<file path="config.mk">
export PLATFORM = sky130hd
export DESIGN_NAME = block_plotter
export DESIGN_NICKNAME = d
export VERILOG_FILES = /design/src/rtl/block_plotter.sv
export SDC_FILE = /design/constraint.sdc
export NUM_CORES = 1
export LEC_CHECK = 0
export ABC_AREA = 0
export CAP_MARGIN = 25
export CORE_MARGIN = 5
export CORE_UTILIZATION = 49
export CTS_CLUSTER_SIZE = 40
export DETAILED_ROUTE_END_ITERATION = 8
export HOLD_SLACK_MARGIN = 0.08
export PLACE_DENSITY = 0.78
export SYNTH_ARGS = -nofsm -noshare
export SYNTH_HDL_FRONTEND = slang
export SYNTH_SLANG_ARGS = --single-unit
</file>
<file path="constraint.sdc">
create_clock -name clk -period 3.2 [get_ports clk]
set_input_delay 0.8 -clock clk [delete_from_list [all_inputs] [get_ports clk]]
set_output_delay 0.8 -clock clk [all_outputs]
set_load 0.01 [all_outputs]
</file>
<file path="src/rtl/block_plotter.sv">
// block_plotter: rectangle rasteriser for the VGA pixel path.
// Accepts an origin, size, colour and mode on a start pulse, then walks the
// rectangle in raster order presenting one pixel per clock with a plot strobe.
// Supports fill/outline, erase-to-background and screen-edge clipping, and
// signals completion with a busy/done handshake.
module block_plotter #(
  parameter int X_W      = 8,
  parameter int Y_W      = 7,
  parameter int COLOUR_W = 3,
  parameter int MAX_W    = 16,
  parameter int MAX_H    = 16,
  parameter int SCREEN_W = 160,
  parameter int SCREEN_H = 120,
  parameter logic [COLOUR_W-1:0] BG_COLOUR = '0,
  localparam int WW = $clog2(MAX_W + 1),
  localparam int HW = $clog2(MAX_H + 1)
) (
  input  logic                clk,
  input  logic                reset,
  input  logic                start,
  input  logic [X_W-1:0]      x,
  input  logic [Y_W-1:0]      y,
  input  logic [WW-1:0]       w,
  input  logic [HW-1:0]       h,
  input  logic [COLOUR_W-1:0] colour,
  input  logic                outline,
  input  logic                erase,
  output logic [X_W-1:0]      x_out,
  output logic [Y_W-1:0]      y_out,
  output logic [COLOUR_W-1:0] colour_out,
  output logic                plot,
  output logic                busy,
  output logic                done
);

  typedef enum logic [1:0] {IDLE, DRAW, DONE} state_t;

  state_t          state;
  logic [X_W-1:0]  x0;
  logic [Y_W-1:0]  y0;
  logic [WW-1:0]   w_l;
  logic [HW-1:0]   h_l;
  logic            outline_l;
  logic [WW-1:0]   cx;
  logic [HW-1:0]   cy;

  // Requested sizes larger than the supported maximum are clamped, not wrapped.
  function automatic logic [WW-1:0] clamp_w(input logic [WW-1:0] v);
    return (v > WW'(MAX_W)) ? WW'(MAX_W) : v;
  endfunction

  function automatic logic [HW-1:0] clamp_h(input logic [HW-1:0] v);
    return (v > HW'(MAX_H)) ? HW'(MAX_H) : v;
  endfunction

  // Clip test uses the untruncated sums so a rectangle running past the
  // coordinate range never wraps back onto the visible screen.
  function automatic logic is_clipped(input logic [X_W-1:0] xb, input logic [WW-1:0] c,
                                      input logic [Y_W-1:0] yb, input logic [HW-1:0] r);
    logic [X_W:0] sx;
    logic [Y_W:0] sy;
    sx = {1'b0, xb} + (X_W+1)'(c);
    sy = {1'b0, yb} + (Y_W+1)'(r);
    return (sx >= (X_W+1)'(SCREEN_W)) || (sy >= (Y_W+1)'(SCREEN_H));
  endfunction

  // Interior pixels are suppressed in outline mode; with w<=2 or h<=2 there
  // is no interior, so every pixel is a border pixel.
  function automatic logic is_interior(input logic ol,
                                       input logic [WW-1:0] c, input logic [WW-1:0] wd,
                                       input logic [HW-1:0] r, input logic [HW-1:0] ht);
    return ol && (c != '0) && (c != wd - 1'b1) && (r != '0) && (r != ht - 1'b1);
  endfunction

  logic [WW-1:0] w_c;
  logic [HW-1:0] h_c;
  logic          last_col;
  logic          last_row;
  logic [WW-1:0] cx_nx;
  logic [HW-1:0] cy_nx;

  // Clamped request sizes and the raster position of the next pixel.
  always_comb begin
    w_c      = clamp_w(w);
    h_c      = clamp_h(h);
    last_col = (cx == w_l - 1'b1);
    last_row = (cy == h_l - 1'b1);
    cx_nx    = last_col ? '0 : cx + 1'b1;
    cy_nx    = last_col ? cy + 1'b1 : cy;
  end

  // Control FSM with registered pixel outputs: each edge loads the outputs
  // for the pixel presented in the following cycle.
  always_ff @(posedge clk or posedge reset) begin
    if (reset) begin
      state      <= IDLE;
      x0         <= '0;
      y0         <= '0;
      w_l        <= '0;
      h_l        <= '0;
      outline_l  <= 1'b0;
      cx         <= '0;
      cy         <= '0;
      x_out      <= '0;
      y_out      <= '0;
      colour_out <= '0;
      plot       <= 1'b0;
      busy       <= 1'b0;
      done       <= 1'b0;
    end else begin
      case (state)
        IDLE: begin
          done <= 1'b0;
          plot <= 1'b0;
          if (start) begin
            x0         <= x;
            y0         <= y;
            w_l        <= w_c;
            h_l        <= h_c;
            outline_l  <= outline;
            colour_out <= erase ? BG_COLOUR : colour;
            cx         <= '0;
            cy         <= '0;
            busy       <= 1'b1;
            if ((w_c == '0) || (h_c == '0)) begin
              state <= DONE;
              done  <= 1'b1;
            end else begin
              state <= DRAW;
              x_out <= x;
              y_out <= y;
              // The first pixel is a corner, so only clipping can hide it.
              plot  <= !is_clipped(x, '0, y, '0);
            end
          end
        end
        DRAW: begin
          if (last_col && last_row) begin
            state <= DONE;
            cx    <= '0;
            cy    <= '0;
            plot  <= 1'b0;
            done  <= 1'b1;
          end else begin
            cx    <= cx_nx;
            cy    <= cy_nx;
            x_out <= x0 + X_W'(cx_nx);
            y_out <= y0 + Y_W'(cy_nx);
            plot  <= !is_clipped(x0, cx_nx, y0, cy_nx) &&
                     !is_interior(outline_l, cx_nx, w_l, cy_nx, h_l);
          end
        end
        DONE: begin
          state <= IDLE;
          done  <= 1'b0;
          busy  <= 1'b0;
          plot  <= 1'b0;
        end
        default: begin
          state <= IDLE;
          done  <= 1'b0;
          busy  <= 1'b0;
          plot  <= 1'b0;
        end
      endcase
    end
  end

endmodule

</file>
==> results.yml, run 1 <==
critical_path:
  required_ns: 3.48
  critical_path_class: "register to register"
  start_kind: "register"
  crit_arrival_ns: 3.63
  startpoint: "w_l[1]"
  reg2reg_from: "w_l[1]"
  critPathMaxStageDelay_ns: 0.39
  end_kind: "register"
  path_max_fanout: 5
  cpMaxStageDelayCell: "dfrtp_1"
  cp_cell_sequence: "inv_2, ha_4, nor3b_4, xnor3_1, o2111a_2, mux2i_2, inv_1, ha_1, a21o_1, a21oi_2, xor2_1, buf_4, o41ai_2, a2111oi_2, o32a_1"
timing:
  finalSetupViolCount: 1
  fin_worst_skew_ns: 0.00791
  layout_setup_ws_ns: -0.152
  worst-slew-pin-transition_ns: 1.05
  maxSlewViolCount: 0
  max_freq_mhz: 298
  slew_headroom_pct: 29.7
  finalCritPeriodShare_pct: 105
  min_period_ns: 3.35
  rsz0062_at_grt: "true"
  hold_viol_final: 0
cells_and_area:
  layout.cells.non_filler: 584
  area_delta_synth_final_pct: 40.2
  utilization_pct: 70.7
  layout-drive-gt1-share_pct: 30.9
  seqCellArea_mm2: 0.00148
  nNetsFinal: 532
  n_fill_cell: 509
  diodes: 0
  multi_input_area_mm2: 0.00233
power:
  cellLeakagePower_nw: 2.23
  total_power_mw: 5.49
  power_density_mw_per_mm2: 1070
  max-vdd-ir-drop_mv: 0.573
clocking:
  hold_buffers: 0
  htreeDepth: 3
  cts.sinks: 59
  cts_inserted_buffers: 9
  root_buffer: "clkbuf_8"
  clk_pin_slew_ns: 0.07
  worstSkewPairLatency_ns: 0.34
  cts_tree: "done"
  ctsLongestPathBuffers: 2
logic_synthesis:
  ys_ff_latch: 59
  seq_area_frac_synth_pct: 40.4
  ys_types: 58
  synth_area_leaders: "dfrtp_1, mux2_2, ha_1"
  syn_nets: 428
  synthCells: 377
  synth_top_cell_area_share_pct: 40.4
  yosysTopAreaCell: "dfrtp_1"
  async_flop_share_pct: 100
  synth.top_cells.by_count: "dfrtp_1, nand2_1, nor2_1, o21ai_0, a21oi_1"
  synthFlopType: "dfrtp_1"
  synthMostInstantiatedCell: "dfrtp_1"
  syn_area_mm2: 0.00366
  synth_edf_count: 0
  synth_area_per_cell_um2: 9.70
  yosysWarnings: 0
route:
  drcViolationCount: 0
  first_pass_iters: 6
  first_iter_violations: 191
  wl_per_cell_um: 16.5
  viasPerCell: 5.46
  vias: 3188
  routed_wl_mm: 9.64
  postRouteAntennaNets: 0
global_routing:
  grt.total_usage_pct: 21.7
  grt_max_degree: 60
  antenna_found_initial: 0
  gr-total-overflow: 0
  grt_pass1_vias: 3319
  grt_first_pass_wirelength_mm: 15.5
floorplan:
  initial_core_util_pct: 50.4
  coreArea_mm2: 0.00725
  die_w_um: 96.4
  die_h_um: 96.4
  die-area_mm2: 0.00929
  rows: 31
  top_level_ports: 54
worst_hold_path:
  min_path_type: "register to register"
  hp-start: "colour_out[1]"
placed_design:
  place.gp.congestion: 0.906
  dpl.hpwl_mm: 6.51
  placed_cells: 555
  port_buffers: 53
status:
  run_status: "finished with violations"
  violations: "setup timing"
job:
  cap_violations: 0
## state kept, by name, summed over array words and instances (netlist names), 2 cells and up
| name | flops |
|---|---|
| x0 | 8 |
| x_out | 8 |
| y0 | 7 |
| y_out | 7 |
| cx | 5 |
| cy | 5 |
| h_l | 5 |
| w_l | 5 |
| colour_out | 3 |
| state | 2 |
## cells by family (layout without fill, tap and decap cells)
group	count (synthesis)	count (layout)	synth area share (%)
XOR/XNOR	34	34	9.10
multiplexers	22	22	6.74
flip-flops	59	59	40.4
AND/OR/NAND/NOR	122	122	17.5
AO/OA/AOI/OAI	87	88	15.4
buffers and inverters	35	142	4.31
adder cells (fa/ha/maj)	18	18	6.57
## repair_timing
action                                  CTS  global route
cloned                                    1             0
pin swaps                                16            23
buffers inserted                          6            10
resized for setup                        34            29
endpoints found under the setup margin    7             9
## path summary, 6_finish.rpt
| check | slack, ns | end | cells after the start |
|---|---|---|---|
| worst max-delay path | -0.15 | plot | 15 |
| worst min-delay path | 0.49 | colour_out[1] | 2 |
| worst max register to register | -0.15 | plot | 15 |
| worst min register to register | 0.49 | colour_out[1] | 2 |
| max in group asynchronous | 1.69 | y_out[3] | 3 |
| min in group asynchronous | 0.99 | x_out[5] | 3 |
## routing by layer
layer	vias up	GRT usage, %	part of all wire [%]
li1	1540	-	-
met4	0	9.58	2.0
met2	72	38.0	53
met1	1553	25.8	41
met5	-	0	0
met3	23	4.03	4.0
## cell usage in the layout, fill, tap and decap left out, drive strengths merged, types with 6 or more instances in the layout
cell type      count
a21oi             22
nand3              9
xnor2             21
a31oi              7
a21o               7
clkdlybuf4s50     53
inv               17
nor2b              6
buf               57
nand2             34
mux2              21
o21ai             28
ha                16
nor3              10
nor2              25
nand2b            18
xor2              11
dfrtp             59
clkbuf            12
## metrics by stage
step	setup TNS [ns]	hold slack (ns)	worst slack (ns)	cell area, um2
finish	-0.152	0.490	-0.152	5130
global route	-1.02	0.516	-0.377	5130
CTS	-0.0859	0.498	-0.0859	4930
detailed placement	-0.848	0.474	-0.318	4580
global placement	-0.232	0.467	-0.166	4580
floorplan	-0.213	0.473	-0.202	3690
## critical path, delay by kind of cell (launching register included)
kind,cells,cell delay [ns]
flip-flops,1,0.39
XOR/XNOR,2,0.42
buffers and inverters,3,0.31
AND/OR/NAND/NOR,1,0.20
multiplexers,1,0.27
adder cells (fa/ha/maj),2,0.42
AO/OA/AOI/OAI,6,1.26
## cell type report
class / instances / area share, %
Clock inverter: 3 / 0.293
Tap cell: 99 / 2.42
Clock buffer: 12 / 2.83
Inverter: 17 / 1.29
Timing Repair Buffer: 110 / 18.9
Multi-Input combinational cell: 284 / 45.5
Sequential cell: 59 / 28.8
## report_power, final
group / switching (mW) / internal [mW] / total [mW]
logic: 1.65 / 1.88 / 3.53
clock network: 0.290 / 0.294 / 0.585
registers: 0.299 / 1.08 / 1.38
(Power assumes the default switching activity.)
==> run 2: changes to the inputs <==
CORE_UTILIZATION = 55   (was 49)
DONT_BUFFER_PORTS = 1   (was unset)
PLACE_DENSITY = 0.75   (was 0.78)
SETUP_SLACK_MARGIN = 0.3   (was unset)
==> run 2 against run 1 <==
  * The flow still finishes with violations (setup timing)
  * Largest power group unchanged
  * Clock skew is 0.00097 ns higher
  * Largest cell class unchanged
  * Cell count decreased by 11%
  * Worst setup slack got worse by 0.13 ns
  * Clock power rose by 7.7%
  * Core utilization grew 2.1 points
  * Global-route usage rose by 1.8 points
  * Wire length grew 1.4%
  * Sequential share of layout area is 2.8 points higher
  * Critical path depth increased by 2
==> results.yml, run 2 (same netlist as run 1, synthesis figures left out) <==
status:
  run_status: "finished with violations"
  violations: "setup timing"
timing:
  slew_headroom_pct: 38.5
  max_freq_mhz: 287
  rsz0062_at_grt: "true"
  worst-slew-pin-transition_ns: 0.920
  hold_viol_final: 0
  finalSetupViolCount: 8
  layout_setup_ws_ns: -0.282
  fin_worst_skew_ns: 0.00888
  min_period_ns: 3.48
  finalCritPeriodShare_pct: 109
  maxSlewViolCount: 0
critical_path:
  crit_buf_inv: 3
  cpMaxStageDelayCell: "dfrtp_1"
  path_max_fanout: 4
  cp_top_family: "compound AO/OA/AOI/OAI gates"
  critical_path_class: "register to register"
  cp_cell_sequence: "inv_2, ha_4, nor3b_4, xnor3_1, buf_4, o2111a_2, nor2_2, ha_2, inv_2, fa_2, nor2b_4, o21ai_2, a21o_1, nand3_2, a32oi_1, a2111oi_2, o32a_1"
  required_ns: 3.48
  critPathMaxStageDelay_ns: 0.39
  end_kind: "register"
  start_kind: "register"
  crit_top_cell: "inv_2"
  crit_arrival_ns: 3.76
route:
  routed_wl_mm: 9.77
  viasPerCell: 5.98
  postRouteAntennaNets: 0
  first_pass_iters: 4
  vias: 3114
  first_iter_violations: 256
  drcViolationCount: 0
  wl_per_cell_um: 18.8
placed_design:
  dpl.hpwl_mm: 6.27
  place.gp.congestion: 0.869
  placed_cells: 484
  dp_slack_ns: -0.201
  port_buffers: 0
floorplan:
  die_h_um: 91.5
  die-area_mm2: 0.00838
  rows: 29
  top_level_ports: 54
  coreArea_mm2: 0.00642
  die_w_um: 91.5
  initial_core_util_pct: 56.9
clocking:
  root_buffer: "clkbuf_8"
  hold_buffers: 0
  ctsLongestPathBuffers: 2
  clk_pin_slew_ns: 0.07
  worstSkewPairLatency_ns: 0.34
  cts_inserted_buffers: 9
  cts_tree: "done"
  htreeDepth: 3
  cts.sinks: 59
job:
  cap_violations: 0
cells_and_area:
  layout.cells.non_filler: 521
  area_delta_synth_final_pct: 27.7
  layout-drive-gt1-share_pct: 36.5
  diodes: 0
  mostFrequentLayoutCells: "buf_4, dfrtp_1, nand2_1, nor2_1, a21oi_1"
  utilization_pct: 72.7
  nNetsFinal: 490
  n_fill_cell: 417
  top_regs: "x0 x8, x_out x8"
  mostFrequentLayoutCell: "buf_4"
power:
  cellLeakagePower_nw: 2.10
  max-vdd-ir-drop_mv: 0.896
  total_power_mw: 5.44
  power_density_mw_per_mm2: 1170
global_routing:
  grt_pass1_vias: 3258
  antenna_found_initial: 0
  grt_first_pass_wirelength_mm: 15.6
  gr-total-overflow: 0
  grt_max_degree: 36
  grt.total_usage_pct: 23.5
worst_hold_path:
  min_path_type: "primary input to asynchronous set/reset pin"
-- run 2: worst register-to-register path: stages, from the launching register on --
cell,delay (ns)
dfrtp_1,0.39
inv_2,0.07
ha_4,0.16
nor3b_4,0.22
xnor3_1,0.28
buf_4,0.15
o2111a_2,0.15
nor2_2,0.14
ha_2,0.20
inv_2,0.05
fa_2,0.37
nor2b_4,0.15
o21ai_2,0.08
a21o_1,0.23
nand3_2,0.11
a32oi_1,0.13
a2111oi_2,0.37
o32a_1,0.18
-- run 2: power by group --
group	internal [mW]	total, mW	switching [mW]
Sequential	1.08	1.46	0.378
Clock	0.318	0.630	0.313
Combinational	1.75	3.36	1.60
-- run 2: stage by stage --
| step | setup TNS, ns | hold slack [ns] | cell area (um2) |
|---|---|---|---|
| final | -1.04 | 0.486 | 4670 |
| after global routing | -2.53 | 0.537 | 4670 |
| after CTS | -0.111 | 0.499 | 4490 |
| after detailed placement | -0.431 | 0.507 | 4070 |
| after global placement | -0.218 | 0.497 | 4070 |
| after floorplan | -0.213 | 0.473 | 3710 |
-- run 2: repair_timing --
action	in CTS	in global routing
buffers inserted	11	9
endpoints found under the setup margin	9	12
pin swaps	31	20
gates cloned	1	0
resized for setup	34	25
-- run 2: final cells by class --
class / count / area (um2) / share of cell area, %
flip-flops and latches: 59 / 1480 / 31.6
inverters: 17 / 63.8 / 1.37
well taps: 77 / 96.3 / 2.06
multi-input cells: 284 / 2330 / 49.8
clock buffers: 11 / 151 / 3.24
clock inverters: 5 / 27.5 / 0.589
repair buffers: 68 / 529 / 11.3
-- run 2: metal layers --
metal	track usage (%)	share of wire, %	vias to the layer above
met5	0	0	-
met4	12.9	2.5	0
met3	4.79	6.2	25
met2	40.9	52	113
met1	26.9	40	1525
li1	-	-	1451
-- run 2: worst paths after layout --
path                            startpoint        to  slack, ns  depth (start not counted)
worst min register to register      h_l[1]    h_l[1]       0.52                          2
min in group clk                    h_l[1]    h_l[1]       0.52                          2
worst max register to register      w_l[0]      plot      -0.28                         17
worst min-delay path                 reset     cy[4]       0.49                          1
max in group asynchronous            reset  x_out[6]       2.01                          2
worst max-delay path                w_l[0]      plot      -0.28                         17
==> run 3: changes to the inputs <==
PLACE_DENSITY = 0.8   (was 0.75)
==> run 3 against run 2 <==
  * Largest power group unchanged
  * Critical endpoint unchanged
  * Combinational power fell by 14%
  * First-iteration DRC count fell by 39%
  * The flow still finishes with violations (setup timing)
  * Final area fell by 3.6%
  * Via count fell by 4.5%
  * Count of clock-buffer cells in the layout did not move
  * Wire length fell by 8.4%
  * Fmax fell by 0.82%
==> results.yml, run 3 (same netlist as run 1, synthesis figures left out) <==
cells_and_area:
  final_area_mm2: 0.00450
  mostFrequentLayoutCell: "dfrtp_1"
  layout-drive-gt1-share_pct: 31.9
  area_delta_synth_final_pct: 23.1
  mostFrequentLayoutCells: "dfrtp_1, buf_4, nand2_1, nor2_1, o21ai_0"
  top_regs: "x0 x8, x_out x8"
  diodes: 0
  layout.cells.non_filler: 506
  nNetsFinal: 475
critical_path:
  start_kind: "register"
  required_ns: 3.48
  reg2reg_slack_ns: -0.31
  path_max_fanout: 5
  end_kind: "register"
  critical_path_class: "register to register"
  worstRegToRegCells: 16
  crit_arrival_ns: 3.79
clocking:
  clk_pin_slew_ns: 0.06
  htreeDepth: 3
  cts_tree: "done"
  root_buffer: "clkbuf_8"
  cts.sinks: 59
  ctsLongestPathBuffers: 2
  worstSkewPairLatency_ns: 0.34
  cts_inserted_buffers: 9
floorplan:
  initial_core_util_pct: 56.9
  die-area_mm2: 0.00838
  coreArea_mm2: 0.00642
  rows: 29
  top_level_ports: 54
  die_w_um: 91.5
  die_h_um: 91.5
worst_hold_path:
  worstHoldPathCells: 1
  min_path_type: "register to register"
route:
  postRouteAntennaNets: 0
  drcViolationCount: 0
  first_iter_violations: 155
  wl_per_cell_um: 17.7
  routed_wl_mm: 8.95
  vias: 2975
  viasPerCell: 5.88
  first_pass_iters: 4
global_routing:
  grt_pass1_vias: 2899
  grt_max_degree: 44
  grt_first_pass_wirelength_mm: 14.1
  gr-total-overflow: 0
  antenna_found_initial: 0
  grt.total_usage_pct: 21.1
status:
  run_status: "finished with violations"
  violations: "setup timing"
placed_design:
  placed_cells: 477
  post_dp_cell_area_mm2: 0.00401
  port_buffers: 0
  place.gp.congestion: 0.838
  dpl.hpwl_mm: 6.05
timing:
  rsz0062_at_grt: "true"
  slew_headroom_pct: 38.5
  finalCritPeriodShare_pct: 110
  min_period_ns: 3.51
  fin_worst_skew_ns: 0.00825
  finalSetupViolCount: 6
  worst-slew-pin-transition_ns: 0.921
  maxSlewViolCount: 0
  hold_viol_final: 0
  layout_setup_ws_ns: -0.311
  max_freq_mhz: 285
power:
  power_density_mw_per_mm2: 1120
  cellLeakagePower_nw: 2.03
  max-vdd-ir-drop_mv: 0.820
job:
  cap_violations: 0
[run 3: per-stage QoR]
stage / power [mW] / hold WS [ns] / TNS [ns] / utilization, % / worst slack [ns]
CTS: 4.81 / 0.524 / -0.388 / 67.5 / -0.158
global route: 5.38 / 0.537 / -2.14 / 70.1 / -0.443
global placement: 3.83 / 0.497 / -0.187 / 62.5 / -0.131
finish: 5.02 / 0.519 / -0.950 / 70.1 / -0.311
detailed placement: 3.93 / 0.506 / -0.421 / 62.5 / -0.255
floorplan: 3.22 / 0.473 / -0.213 / - / -0.201
[run 3: routing by layer]
metal  global-route usage (%)  vias up  share of wire (%)
met3                     6.45       14                4.9
met2                     35.5       64                 51
met5                        0        -                  0
met4                     8.04        0                1.9
met1                     25.2     1471                 42
li1                         -     1426                  -
[run 3: worst paths after layout]
path | startpoint | endpoint
min reg2reg | x0[0] | x0[0]
min in group asynchronous | reset | y_out[0]
max in group asynchronous | reset | x_out[6]
min | x0[0] | x0[0]
max | w_l[0] | plot
max reg2reg | w_l[0] | plot
[run 3: critical path: stages (launching register included)]
cell and delay, ns:
dfrtp_1 0.39, inv_2 0.07, ha_4 0.14, nor3b_4 0.19
xnor3_1 0.20, o2111a_2 0.31, buf_6 0.14, nand2_4 0.05
xnor2_2 0.14, ha_1 0.32, nor2b_4 0.16, o21ai_2 0.23
nand2b_1 0.15, xnor2_2 0.27, o41ai_2 0.09, a2111oi_1 0.41
o32a_1 0.19
[run 3: where the power goes]
group          internal (mW)  switching (mW)  total (mW)
sequential              1.08           0.373        1.45
combinational           1.49            1.41        2.90
clock                  0.376           0.289       0.666
total                   2.95            2.07        5.02
[run 3: repair_timing]
| action | in CTS | in global routing |
|---|---|---|
| buffers inserted | 5 | 7 |
| pin swaps | 16 | 25 |
| cloned | 1 | 0 |
| hold buffers | 0 | 0 |
| resized for setup | 17 | 28 |
| endpoints found under the setup margin | 9 | 16 |
[run 3: cell type report]
cell class	count	area (um2)
inverters	17	63.8
fillers	439	1920
multi-input cells	284	2240
repair buffers	53	428
clock buffers	11	141
well taps	77	96.3
flip-flops and latches	59	1480
clock inverters	5	52.6
